### config.mk
export PLATFORM = sky130hd
export DESIGN_NAME = task_sequencer_flat
export DESIGN_NICKNAME = d
export VERILOG_FILES = /design/src/rtl/task_enabler_pkg.sv /design/src/rtl/task_sequencer_if.sv /design/src/rtl/task_sequencer.sv /design/src/flat_wrapper.sv
export SDC_FILE = /design/constraint.sdc
export NUM_CORES = 1
export LEC_CHECK = 0
export ABC_AREA = 1
export BUFFER_PORTS_ARGS = -buffer_cell sky130_fd_sc_hd__buf_4
export CAP_MARGIN = 20
export CORE_MARGIN = 5
export CORE_UTILIZATION = 51
export DETAILED_ROUTE_END_ITERATION = 7
export GPL_TIMING_DRIVEN = 0
export PLACE_DENSITY = 0.89
export SKIP_LAST_GASP = 1
export SLEW_MARGIN = 10
export SYNTH_ARGS = -nofsm -noshare
export SYNTH_HDL_FRONTEND = slang
export SYNTH_SLANG_ARGS = --single-unit
### constraint.sdc
create_clock -name clk -period 1.8 [get_ports clk]
set_input_delay 0 -clock clk [delete_from_list [all_inputs] [get_ports clk]]
set_output_delay 0 -clock clk [all_outputs]
set_load 0.01 [all_outputs]
### src/rtl/task_enabler_pkg.sv
// -----------------------------------------------------------------------------
// task_enabler_pkg
// Purpose : shared type for the 16-bit per-task enable mask used by the task
//           sequencer (bit 0 = task1 ... bit 15 = task16).
// -----------------------------------------------------------------------------
package task_enabler_pkg;
    typedef logic [15:0] task_enabler;
endpackage

### src/rtl/task_sequencer_if.sv
// -----------------------------------------------------------------------------
// task_sequencer_if
// Purpose : bundles the control and status signals of task_sequencer.
//   enable       : task enable mask, latched when a run starts
//   start/abort  : run request / run termination
//   task_start   : one-hot launch pulse to task i
//   task_done    : per-task completion pulse
//   busy, cur_task, seq_done, done_mask, timeout_mask : run status
// Modports:
//   master : the controller side (drives requests, task completions)
//   slave  : the sequencer itself
// -----------------------------------------------------------------------------
interface task_sequencer_if;
    import task_enabler_pkg::*;

    task_enabler enable;
    logic        start;
    logic        abort;
    logic [15:0] task_start;
    logic [15:0] task_done;
    logic        busy;
    logic [3:0]  cur_task;
    logic        seq_done;
    logic [15:0] done_mask;
    logic [15:0] timeout_mask;

    modport master (
        output enable, start, abort, task_done,
        input  task_start, busy, cur_task, seq_done, done_mask, timeout_mask
    );

    modport slave (
        input  enable, start, abort, task_done,
        output task_start, busy, cur_task, seq_done, done_mask, timeout_mask
    );
endinterface

### src/rtl/task_sequencer.sv
// -----------------------------------------------------------------------------
// task_sequencer
// Purpose : walks a latched 16-bit enable mask from index 0 to 15, launching
//           each enabled task with a one-cycle pulse, waiting for its done
//           pulse (or a timeout), then idling GAP_CYCLES before moving on.
//           A run ends with a one-cycle seq_done pulse; abort ends it early.
// Ports:
//   clk   : clock, all state on rising edge
//   rst_n : asynchronous active-low reset
//   bus   : task_sequencer_if.slave (enable/start/abort/task_done in,
//           task_start/busy/cur_task/seq_done/done_mask/timeout_mask out)
// Parameters:
//   TIMEOUT_CYCLES : max WAIT cycles per task (1..2^24)
//   GAP_CYCLES     : idle cycles after each task (0 = none)
// -----------------------------------------------------------------------------
module task_sequencer #(
    parameter int unsigned TIMEOUT_CYCLES = 1000000,
    parameter int unsigned GAP_CYCLES     = 4
) (
    input  logic             clk,
    input  logic             rst_n,
    task_sequencer_if.slave  bus
);
    import task_enabler_pkg::*;

    localparam int TIMER_W = $clog2(TIMEOUT_CYCLES + 1);
    localparam int GAP_W   = (GAP_CYCLES > 0) ? $clog2(GAP_CYCLES + 1) : 1;

    localparam int unsigned TIMER_LAST_I = TIMEOUT_CYCLES - 1;
    localparam int unsigned GAP_LAST_I   = (GAP_CYCLES > 0) ? GAP_CYCLES - 1 : 0;
    localparam logic [TIMER_W-1:0] TIMER_LAST = TIMER_LAST_I[TIMER_W-1:0];
    localparam logic [GAP_W-1:0]   GAP_LAST   = GAP_LAST_I[GAP_W-1:0];

    typedef enum logic [2:0] {
        S_IDLE,
        S_SCAN,
        S_LAUNCH,
        S_WAIT,
        S_GAP,
        S_FINISH
    } state_t;

    state_t             state_q,        state_d;
    logic [3:0]         idx_q,          idx_d;
    logic [TIMER_W-1:0] timer_q,        timer_d;
    logic [GAP_W-1:0]   gap_q,          gap_d;
    task_enabler        run_mask_q,     run_mask_d;
    logic [15:0]        done_mask_q,    done_mask_d;
    logic [15:0]        timeout_mask_q, timeout_mask_d;

    logic last_idx;
    logic cur_done;
    logic timer_expired;

    assign last_idx      = (idx_q == 4'd15);
    // Only the awaited task's done bit matters; every other bit is ignored.
    assign cur_done      = bus.task_done[idx_q];
    assign timer_expired = (timer_q == TIMER_LAST);

    always_comb begin
        state_d        = state_q;
        idx_d          = idx_q;
        timer_d        = timer_q;
        gap_d          = gap_q;
        run_mask_d     = run_mask_q;
        done_mask_d    = done_mask_q;
        timeout_mask_d = timeout_mask_q;

        case (state_q)
            S_IDLE: begin
                if (bus.start) begin
                    run_mask_d     = bus.enable;
                    done_mask_d    = '0;
                    timeout_mask_d = '0;
                    idx_d          = 4'd0;
                    state_d        = S_SCAN;
                end
            end

            S_SCAN: begin
                if (run_mask_q[idx_q]) begin
                    state_d = S_LAUNCH;
                end else if (last_idx) begin
                    state_d = S_FINISH;
                end else begin
                    idx_d = idx_q + 4'd1;
                end
            end

            S_LAUNCH: begin
                timer_d = '0;
                state_d = S_WAIT;
            end

            S_WAIT: begin
                // A done pulse on the final timer cycle wins over the timeout.
                if (cur_done || timer_expired) begin
                    if (cur_done) begin
                        done_mask_d[idx_q] = 1'b1;
                    end else begin
                        timeout_mask_d[idx_q] = 1'b1;
                    end
                    gap_d = '0;
                    if (GAP_CYCLES == 0) begin
                        if (last_idx) begin
                            state_d = S_FINISH;
                        end else begin
                            idx_d   = idx_q + 4'd1;
                            state_d = S_SCAN;
                        end
                    end else begin
                        state_d = S_GAP;
                    end
                end else begin
                    timer_d = timer_q + 1'b1;
                end
            end

            S_GAP: begin
                if (gap_q == GAP_LAST) begin
                    if (last_idx) begin
                        state_d = S_FINISH;
                    end else begin
                        idx_d   = idx_q + 4'd1;
                        state_d = S_SCAN;
                    end
                end else begin
                    gap_d = gap_q + 1'b1;
                end
            end

            S_FINISH: begin
                state_d = S_IDLE;
            end

            default: begin
                state_d = S_IDLE;
            end
        endcase

        // Abort overrides everything above: drop to IDLE and freeze the
        // partial results exactly as they stood.
        if (bus.abort && (state_q != S_IDLE)) begin
            state_d        = S_IDLE;
            idx_d          = idx_q;
            timer_d        = timer_q;
            gap_d          = gap_q;
            run_mask_d     = run_mask_q;
            done_mask_d    = done_mask_q;
            timeout_mask_d = timeout_mask_q;
        end
    end

    always_ff @(posedge clk or negedge rst_n) begin
        if (!rst_n) begin
            state_q        <= S_IDLE;
            idx_q          <= 4'd0;
            timer_q        <= '0;
            gap_q          <= '0;
            run_mask_q     <= '0;
            done_mask_q    <= '0;
            timeout_mask_q <= '0;
        end else begin
            state_q        <= state_d;
            idx_q          <= idx_d;
            timer_q        <= timer_d;
            gap_q          <= gap_d;
            run_mask_q     <= run_mask_d;
            done_mask_q    <= done_mask_d;
            timeout_mask_q <= timeout_mask_d;
        end
    end

    // Outputs are decoded purely from registered state so they are glitch-free
    // relative to the inputs and clear immediately on reset.
    assign bus.task_start   = (state_q == S_LAUNCH) ? (16'd1 << idx_q) : 16'd0;
    assign bus.busy         = (state_q != S_IDLE);
    assign bus.cur_task     = idx_q;
    assign bus.seq_done     = (state_q == S_FINISH);
    assign bus.done_mask    = done_mask_q;
    assign bus.timeout_mask = timeout_mask_q;

endmodule

### src/flat_wrapper.sv
// flat-port wrapper written by rule: the top's interface ports become plain ports
module task_sequencer_flat import task_enabler_pkg::*;
#(
    parameter int unsigned TIMEOUT_CYCLES = 1000000,
    parameter int unsigned GAP_CYCLES     = 4
)
  (clk, rst_n, bus_enable, bus_start, bus_abort, bus_task_done, bus_task_start, bus_busy, bus_cur_task, bus_seq_done, bus_done_mask, bus_timeout_mask);
  task_sequencer_if bus_i ();
  input  logic clk;
  input  logic rst_n;
  input wire logic [$bits(bus_i.enable)-1:0] bus_enable;
  input wire logic [$bits(bus_i.start)-1:0] bus_start;
  input wire logic [$bits(bus_i.abort)-1:0] bus_abort;
  input wire logic [$bits(bus_i.task_done)-1:0] bus_task_done;
  output wire logic [$bits(bus_i.task_start)-1:0] bus_task_start;
  output wire logic [$bits(bus_i.busy)-1:0] bus_busy;
  output wire logic [$bits(bus_i.cur_task)-1:0] bus_cur_task;
  output wire logic [$bits(bus_i.seq_done)-1:0] bus_seq_done;
  output wire logic [$bits(bus_i.done_mask)-1:0] bus_done_mask;
  output wire logic [$bits(bus_i.timeout_mask)-1:0] bus_timeout_mask;
  assign bus_i.enable = bus_enable;
  assign bus_i.start = bus_start;
  assign bus_i.abort = bus_abort;
  assign bus_i.task_done = bus_task_done;
  assign bus_task_start = bus_i.task_start;
  assign bus_busy = bus_i.busy;
  assign bus_cur_task = bus_i.cur_task;
  assign bus_seq_done = bus_i.seq_done;
  assign bus_done_mask = bus_i.done_mask;
  assign bus_timeout_mask = bus_i.timeout_mask;
  task_sequencer #(.TIMEOUT_CYCLES(TIMEOUT_CYCLES), .GAP_CYCLES(GAP_CYCLES)) u_core (.clk(clk), .rst_n(rst_n), .bus(bus_i));
endmodule
==> flow_metrics.env <==
export IMPL_cp_required_ns=2.06
export IMPL_finalWirelength_mm=17.8
export IMPL_drive_above_1_share=0.341
export IMPL_violations="negative setup slack"
export IMPL_vias_per_cell=5.80
export IMPL_num_antenna_cells=0
export IMPL_synth_cells=689
export IMPL_relSlewSlack=0.624
export IMPL_ir_worst_vdd_v=0.000745
export IMPL_place_hpwl_mm=9.02
export IMPL_cts_made_buffers=9
export IMPL_grt_overflow_total=0
export IMPL_portBuffers=89
export IMPL_cts_tree="yes"
export IMPL_mostFrequentLayoutCells="nand2_1 (179), buf_4 (116), dfrtp_1 (74)"
export IMPL_tns_ns=-7.45
export IMPL_drv_slew=0
export IMPL_clk_pin_slew_ns=0.10
export IMPL_grt_pass1_wl_mm=26.1
export IMPL_ys_seq_area_frac=0.398
export IMPL_yosys_warnings=0
export IMPL_p_total_w=0.00841
export IMPL_place_gp_congestion=0.916
export IMPL_top_level_ports=90
export IMPL_cts_root_buffer="clkbuf_8"
export IMPL_insertion_delay_ns=0.38
export IMPL_status="complete, but fails checks"
export IMPL_dieArea_um2=11700
export IMPL_ys_ff_latch=78
export IMPL_finalSetupViolCount=74
export IMPL_syn_avg_cell_area_um2=7.12
export IMPL_layout_nets=887
export IMPL_cts_sinks=78
export IMPL_die_x_um=108
export IMPL_clockBufferDepth=2
export IMPL_crit_fanout=6
export IMPL_worstPathArrival_ns=2.26
export IMPL_dr_first_iter_drc_count=660
export IMPL_cp_end_kind="register"
export IMPL_vias=5658
export IMPL_grt_pass1_vias=5488
export IMPL_max_freq_mhz=501
export IMPL_utilization=0.749
export IMPL_drv_cap=0
export IMPL_fin_ws_ns=-0.197
export IMPL_rows=35
export IMPL_antenna_found_initial=0
export IMPL_power_density_nw_per_um2=1200
export IMPL_post_route_min_period_ns=2.00
export IMPL_cp_start_kind="register"
export IMPL_fp_coreArea_um2=9330
export IMPL_track_usage=0.281
export IMPL_synthesis_area_um2=4900
export IMPL_initial_utilization=0.526
export IMPL_tightest_slew_ns=0.563
export IMPL_final_antenna_net_count=0
export IMPL_hold_path_class="input port to register"
export IMPL_synthesis_nets=734
export IMPL_p_leak_nw=3.36
export IMPL_dieHeight_um=108
export IMPL_holdWs_ns=0.0921
export IMPL_final_common_cell="nand2_1"
export IMPL_area_growth_syn_to_layout_pct=42.4
export IMPL_first_pass_iters=6
export IMPL_htree_levels=3
export IMPL_drc=0
export IMPL_yosysUniqueCellTypes=37
export IMPL_drt_wirelength_per_cell_um=18.3
export IMPL_finalCritPeriodShare=1.11
export IMPL_fin_skew_ns=0.0222
export IMPL_final_hold_violation_count=0
export IMPL_rsz0062_at_grt="true"
export IMPL_path_class="register to register"
export IMPL_grt_start_max_net_pins=79
[cells in the mapped netlist]
master	count	area [um^2]
nor2_8	2	40.0
o21ai_4	1	16.3
dfrtp_1	78	1950
nand2_4	6	67.6
inv_1	66	248
o21a_1	2	15.0
ha_1	9	113
nor3_4	1	16.3
a21oi_1	33	165
buf_6	8	90.1
nor2_1	73	274
clkbuf_1	11	41.3
nand4_4	2	42.5
nand2_1	225	845
buf_8	1	15.0
buf_2	7	35.0
buf_1	3	11.3
nand2_8	1	20.0
o21ai_2	1	8.76
nand2_2	5	31.3
o211ai_1	1	7.51
o21ai_0	25	125
nor2_2	4	25.0
nand4_1	4	25.0
xor2_1	11	96.3
o21ai_1	12	60.1
nand4_2	1	12.5
nor3_1	12	60.1
inv_2	8	30.0
inv_4	1	6.26
nand3b_1	2	15.0
nand3_1	63	315
nor3b_1	1	7.51
a21o_1	1	7.51
or2_2	2	12.5
o31ai_1	1	7.51
xnor2_1	5	43.8
[metal layers]
layer,track usage,wire length [um],share of wire
met5,0,0,0
met1,0.317,6440,0.36
met2,0.493,8630,0.48
met3,0.0585,1600,0.090
met4,0.156,1160,0.065
[per-stage QoR]
| stage | setup slack (ns) | cell area [um^2] | std cells |
|---|---|---|---|
| after CTS | -0.0558 | 6630 | 968 |
| after detailed placement | -0.307 | 5760 | 907 |
| final | -0.197 | 6980 | 976 |
| after floorplan | -0.00240 | 4930 | 689 |
| after global placement | -0.262 | 5760 | 907 |
| after global routing | -0.223 | 6980 | 976 |
[cell families (layout without fill, tap and decap cells)]
logic type      count (synthesis)  after routing  share of synthesized area
simple gates                  404            404                      0.369
buf+inv                       105            263                     0.0972
flops                          78             78                      0.398
compound gates                 77             77                     0.0842
xor+xnor                       16             16                     0.0286
fa+ha+maj                       9              9                     0.0230
[layout make-up]
type / count / area [um^2]
clock buffer: 9 / 124
sequential: 78 / 1960
clock inverter: 7 / 63.8
buffer: 26 / 215
timing repair buffer: 146 / 1260
inverter: 75 / 302
multi-input combinational: 506 / 2900
tap: 129 / 161
fill: 567 / 2340
[worst max-delay path, cell delays in order (launching register included)]
cell and delay, ns:
dfrtp_1 0.39, buf_6 0.14, inv_6 0.04, buf_8 0.13, nor2_4 0.09, nand2_2 0.07
nand2_2 0.07, nand2_2 0.07, nand2_4 0.12, nor2_8 0.05, buf_6 0.13, nand2_8 0.08
nand4_4 0.17, buf_12 0.19, nand2_2 0.06, nand2_1 0.08
[power by group]
group | leakage [nW] | switching, W | total, W | internal (W)
clock | 0.0903 | 0.000786 | 0.00132 | 0.000532
combinational | 2.22 | 0.00279 | 0.00465 | 0.00186
sequential | 1.05 | 0.000336 | 0.00244 | 0.00210
[sequential cells by signal (all words and copies together) (netlist names)]
name / flops
u_core.bus.timeout_mask: 16
u_core.run_mask_q: 16
u_core.state_q: 3
u_core.gap_q: 3
u_core.timer_q: 20
u_core.bus.done_mask: 16
u_core.bus.cur_task: 4
[final timing paths]
kind,cells after the start,end,slack (ns),startpoint
max reg2reg,15,u_core.bus.done_mask[4],-0.20,u_core.bus.cur_task[1]
max,15,u_core.bus.done_mask[4],-0.20,u_core.bus.cur_task[1]
max in group asynchronous,3,u_core.timer_q[11],1.07,rst_n
min reg2reg,1,u_core.gap_q[0],0.50,u_core.gap_q[0]
min in group asynchronous,2,u_core.run_mask_q[11],0.10,rst_n
min,5,u_core.run_mask_q[15],0.09,bus_start
[timing repair]
action,CTS,global route
hold endpoints to repair,95,0
endpoints found under the setup margin,78,92
pin swaps,30,21
resized for setup,73,90
buffers inserted,26,7
gates cloned,4,1
hold buffers,18,0
Note: power is estimated with default switching activity, not from simulation.
